**src/rtl/spi_master_param_pkg.sv**
```systemverilog
// spi_master_param_pkg: shared constants, state encoding and SPI mode values for the SPI master
package spi_master_param_pkg;

    localparam int MASTER_FRAME_WIDTH   = 32;
    localparam int CLKS_PER_MASTER_SCLK = 3;
    localparam int DEFAULT_FRAME_WIDTH  = MASTER_FRAME_WIDTH;
    localparam int DEFAULT_CLK_DIV      = CLKS_PER_MASTER_SCLK;

    localparam logic CS_ASSERT   = 1'b0;
    localparam logic CS_DEASSERT = 1'b1;

    // {cpol, cpha}
    localparam logic [1:0] MODE0 = 2'b00;
    localparam logic [1:0] MODE1 = 2'b01;
    localparam logic [1:0] MODE2 = 2'b10;
    localparam logic [1:0] MODE3 = 2'b11;

    typedef enum logic [2:0] {IDLE, LEAD, XFER, TRAIL, GAP} state_t;

endpackage

```
**src/rtl/spi_sclk_gen.sv**
```systemverilog
// spi_sclk_gen: half-period counter and SCLK edge sequencing strobes
module spi_sclk_gen #(
    parameter int FRAME_WIDTH = 32,
    parameter int CLK_DIV     = 3
) (
    input  logic sysclk,
    input  logic rst_n,
    input  logic run,
    input  logic xfer,
    output logic tick,
    output logic lead_edge,
    output logic trail_edge,
    output logic last_edge
);
    localparam int CW = (CLK_DIV > 1) ? $clog2(CLK_DIV) : 1;
    localparam int EW = $clog2(2 * FRAME_WIDTH);

    logic [CW-1:0] cnt;
    logic [EW-1:0] ecnt;

    assign tick       = cnt == CW'(CLK_DIV - 1);
    assign last_edge  = ecnt == EW'(2 * FRAME_WIDTH - 1);
    assign lead_edge  = xfer && tick && !ecnt[0];
    assign trail_edge = xfer && tick && ecnt[0];

    // half-period counter runs outside IDLE; edge counter counts toggles during XFER only
    always_ff @(posedge sysclk or negedge rst_n) begin
        if (!rst_n) begin
            cnt  <= '0;
            ecnt <= '0;
        end else begin
            cnt  <= (!run || tick) ? '0 : cnt + 1'b1;
            ecnt <= (!xfer || (tick && last_edge)) ? '0 : ecnt + EW'(tick);
        end
    end

endmodule

```
**src/rtl/spi_master_param.sv**
```systemverilog
// spi_master_param: run-time mode-selectable, full-duplex MSB-first SPI master with multiple chip selects
module spi_master_param
    import spi_master_param_pkg::*;
#(
    parameter int FRAME_WIDTH = DEFAULT_FRAME_WIDTH,
    parameter int CLK_DIV     = DEFAULT_CLK_DIV,
    parameter int NUM_CS      = 2,
    parameter int CS_SEL_W    = (NUM_CS > 1) ? $clog2(NUM_CS) : 1
) (
    input  logic                   sysclk,
    input  logic                   rst_n,
    input  logic                   i_start,
    input  logic                   i_cpol,
    input  logic                   i_cpha,
    input  logic [CS_SEL_W-1:0]    i_cs_sel,
    input  logic [FRAME_WIDTH-1:0] i_frame,
    input  logic                   miso,
    output logic                   sclk,
    output logic                   mosi,
    output logic [NUM_CS-1:0]      cs_n,
    output logic                   o_busy,
    output logic [FRAME_WIDTH-1:0] o_rx_frame,
    output logic                   o_rx_dv
);
    state_t                 state;
    logic                   cpol_q;
    logic                   cpha_q;
    logic [FRAME_WIDTH-1:0] tx_sr;
    logic [FRAME_WIDTH-1:0] rx_sr;
    logic                   tick;
    logic                   lead_edge;
    logic                   trail_edge;
    logic                   last_edge;
    logic                   accept;

    // o_busy stays high for one IDLE cycle after GAP, so a new start lands the cycle after it falls
    assign accept = (state == IDLE) && !o_busy && i_start && (32'(i_cs_sel) < NUM_CS);

    spi_sclk_gen #(
        .FRAME_WIDTH(FRAME_WIDTH),
        .CLK_DIV    (CLK_DIV)
    ) u_sclk_gen (
        .sysclk    (sysclk),
        .rst_n     (rst_n),
        .run       (state != IDLE),
        .xfer      (state == XFER),
        .tick      (tick),
        .lead_edge (lead_edge),
        .trail_edge(trail_edge),
        .last_edge (last_edge)
    );

    // transaction sequencer with shift registers and registered SPI outputs
    always_ff @(posedge sysclk or negedge rst_n) begin
        if (!rst_n) begin
            state      <= IDLE;
            cpol_q     <= 1'b0;
            cpha_q     <= 1'b0;
            tx_sr      <= '0;
            rx_sr      <= '0;
            sclk       <= 1'b0;
            mosi       <= 1'b0;
            cs_n       <= {NUM_CS{CS_DEASSERT}};
            o_busy     <= 1'b0;
            o_rx_frame <= '0;
            o_rx_dv    <= 1'b0;
        end else begin
            o_rx_dv <= 1'b0;
            case (state)
                IDLE: begin
                    o_busy <= accept;
                    sclk   <= accept ? i_cpol : cpol_q;
                    if (accept) begin
                        cpol_q <= i_cpol;
                        cpha_q <= i_cpha;
                        tx_sr  <= i_frame;
                        cs_n   <= ~(NUM_CS'(1) << i_cs_sel);
                        mosi   <= i_cpha ? mosi : i_frame[FRAME_WIDTH-1];
                        state  <= LEAD;
                    end
                end
                LEAD: state <= tick ? XFER : LEAD;
                XFER: begin
                    if (lead_edge || trail_edge)
                        sclk <= ~sclk;
                    if (lead_edge && cpha_q) begin
                        mosi  <= tx_sr[FRAME_WIDTH-1];
                        tx_sr <= tx_sr << 1;
                    end
                    if ((lead_edge && !cpha_q) || (trail_edge && cpha_q))
                        rx_sr <= {rx_sr[FRAME_WIDTH-2:0], miso};
                    if (trail_edge && !cpha_q && !last_edge) begin
                        mosi  <= tx_sr[FRAME_WIDTH-2];
                        tx_sr <= tx_sr << 1;
                    end
                    if (trail_edge && last_edge)
                        state <= TRAIL;
                end
                TRAIL: begin
                    if (tick) begin
                        cs_n       <= {NUM_CS{CS_DEASSERT}};
                        o_rx_frame <= rx_sr;
                        o_rx_dv    <= 1'b1;
                        mosi       <= 1'b0;
                        state      <= GAP;
                    end
                end
                GAP:     state <= tick ? IDLE : GAP;
                default: state <= IDLE;
            endcase
        end
    end

endmodule
```
**config.mk**
```make
export PLATFORM = sky130hd
export DESIGN_NAME = spi_master_param
export DESIGN_NICKNAME = d
export VERILOG_FILES = /design/src/rtl/spi_master_param_pkg.sv /design/src/rtl/spi_sclk_gen.sv /design/src/rtl/spi_master_param.sv
export SDC_FILE = /design/constraint.sdc
export NUM_CORES = 1
export LEC_CHECK = 0
export CAP_MARGIN = 5
export CORE_MARGIN = 10
export CORE_UTILIZATION = 40
export DETAILED_ROUTE_END_ITERATION = 16
export PLACE_DENSITY_LB_ADDON = 0.08
export SLEW_MARGIN = 10
export SYNTH_ARGS = -nofsm -noshare
export SYNTH_HDL_FRONTEND = slang
export SYNTH_SLANG_ARGS = --single-unit
export TNS_END_PERCENT = 30
```
**constraint.sdc**
```tcl
create_clock -name sysclk -period 2.5 [get_ports sysclk]
set_clock_uncertainty 0.15 [all_clocks]
set_input_delay 0.75 -clock sysclk [delete_from_list [all_inputs] [get_ports sysclk]]
set_output_delay 0.75 -clock sysclk [all_outputs]
set_load 0.02 [all_outputs]
```
==> results_dict.tcl <==
set metrics [dict create \
    status "finished, final reports clean" \
    grt_overflow_total 0 \
    fin_cells 612 \
    first_iter_violations 191 \
    path_clk_slew_ps 50 \
    dpl.hpwl_um 6610 \
    critical_path_class "register to primary output" \
    grt_usage_pct 11.8 \
    postSynthAreaPerCell_sq_um 15.1 \
    tightest_slew_ps 428 \
    cp_num_buf_inv 1 \
    synthesis.nets 379 \
    syn_area_sq_um 5100 \
    setup_ws_ps 178 \
    holdCritPathClass "primary input to async pin" \
    startpoint_type "register" \
    initial_core_util_pct 40.6 \
    synth.ff_latch_count 115 \
    post-place-cells 580 \
    num-fill-cells 1092 \
    cap_violations 0 \
    vias 2908 \
    critPathArrivalTime_ps 1420 \
    cts_root_buffer "clkbuf_16" \
    crit_path_end_kind "primary output" \
    portBuffers 76 \
    dp_slack_ps -102 \
    cp_slowest_cell "clkdlybuf4s50_1" \
    slowest_delay_ps 630 \
    yosysWarnings 0 \
    drive_above_1_share_pct 39.8 \
    io_pins 77 \
    cts_tree "done" \
    wl_per_cell_um 15.8 \
    rsz0062_at_grt "no" \
    gp_congestion 0.696 \
    final_nets 469 \
    finalSetupViolations 0 \
    first_pass_iters 4 \
    via_per_inst 4.75 \
    path_delay_family "buffers and inverters" \
    seq_area_frac_synth_pct 56.5 \
    die_h_um 133 \
    grt_max_degree 62 \
    multi_input_area_sq_um 2060 \
    synth_cell_types 46 \
    drt-total-wl_um 9690 \
    fp.dieW_um 133 \
    leakage_uw 0.00311 \
    final_util_pct 53.4 \
    required_ps 1600 \
    seq_area_sq_um 2880 \
    antenna_found_initial 0 \
    row_count 41 \
    cts_buffers 17 \
    drc 0 \
    peakVddDrop_uv 499 \
    clock_sinks 115 \
    max_slew_margin_pct 71.5 \
    area_delta_synth_final_pct 31.6 \
    crit_chain "clkdlybuf4s50_1" \
    post_cts_buffers 0 \
    hold_viol_final 0 \
    max_freq_mhz 431 \
    finalCriticalPeriod_ps 2320 \
    power_density_nw_per_um2 1050 \
    synth_cells 337 \
    ant_nets 0 \
    ys.flop_type "dfrtp_1" \
    finalCritPeriodShare_pct 92.9 \
    layout_commonest_cell "dfrtp_1" \
    core_area_sq_um 12600 \
    fp.dieArea_sq_um 17700 \
    mostFrequentLayoutCells "dfrtp_1 (113), mux2_2 (88), clkdlybuf4s50_1 (73)" \
    htreeDepth 4 \
    cts_buffer_depth 2 \
    hold_ws_ps 194 \
    clk-insertion-delay-late_ps 410 \
    async_flop_share_pct 100 \
    final_max_slew_viol_count 0 \
    grt_pass1_wl_um 16600 \
    crit_fanout 3 \
    grt_pass1_vias 3143 \
    p_total_uw 7050 \
    num_antenna_cells 0 \
    synth_edf_count 0 \
]
-- final cells by class --
type,instances,area share [%]
timing repair buffer,89,13.5
inverter,7,0.392
clock inverter,9,1.87
multi-input combinational,197,30.7
clock buffer,23,7.42
tap,172,3.21
sequential,115,42.9
-- per-stage QoR --
step	instance area, sq um	setup TNS (ps)
2_1_floorplan	5100	0
3_3_place_gp	6090	-1780
3_5_place_dp	6090	-2970
4_1_cts	6710	0
5_1_grt	6710	0
6_report	6710	0
-- synthesized netlist by cell type (2+ instances only) --
cell,n,share of area [%]
nor2_1,13,0.96
buf_2,7,0.69
mux2_4,29,8.5
mux2_2,88,19
nand2_1,3,0.22
nor2b_1,3,0.37
nand3_1,2,0.20
xnor2_1,3,0.52
inv_1,6,0.44
dfrtp_1,113,55
nor3_1,2,0.20
a211oi_1,2,0.29
nand4_1,2,0.25
o21ai_0,5,0.49
buf_6,9,2.0
mux2_1,12,2.7
ha_1,3,0.74
nand2_2,2,0.25
o211ai_1,2,0.29
dfstp_2,2,1.0
o22a_1,2,0.34
xor2_1,3,0.52
-- final timing paths --
check	startpoint	to	slack, ps	depth (start not counted)
max	sclk	sclk	180	1
min	rst_n	tx_sr[20]	190	2
max reg2reg	u_sclk_gen.cnt[0]	o_rx_frame[23]	340	6
min reg2reg	u_sclk_gen.cnt[0]	u_sclk_gen.cnt[0]	290	1
max in group asynchronous	rst_n	cs_n[1]	1710	2
min in group sysclk	u_sclk_gen.cnt[0]	u_sclk_gen.cnt[0]	290	1
-- routing by layer --
layer	wire length [um]	track usage, %	up-vias
met3	393	4.16	18
li1	-	-	1387
met2	4420	16.9	53
met1	4670	15.5	1450
met4	206	6.05	0
met5	0	0	-
-- registers in the layout, summed over array words and instances (netlist names) --
signal and flops:
cs_n 2, mosi 1, state 3, o_busy 1, cpol_q 1, o_rx_dv 1, u_sclk_gen.cnt 2, cpha_q 1
tx_sr 32, o_rx_frame 32, rx_sr 32, sclk 1, u_sclk_gen.ecnt 6
-- report_power, final --
part           internal [uW]  total, uW  switching [uW]
clock                   1690       2500             815
combinational           1130       2010             872
sequential              2300       2540             244
-- kinds of logic after synthesis --
group,synth area share [%]
flip-flops,56.5
buffers and inverters,3.41
adder cells (fa/ha/maj),0.736
AND/OR/NAND/NOR,4.32
XOR/XNOR,1.03
AO/OA/AOI/OAI,3.39
multiplexers,30.6
-- what timing repair did --
item / CTS / global route
setup endpoints to repair: 2 / 0
resized for setup: 2 / 0
hold endpoints to repair: 0 / 0
hold buffers: 0 / 0
Power figures use the tool's default switching activity.
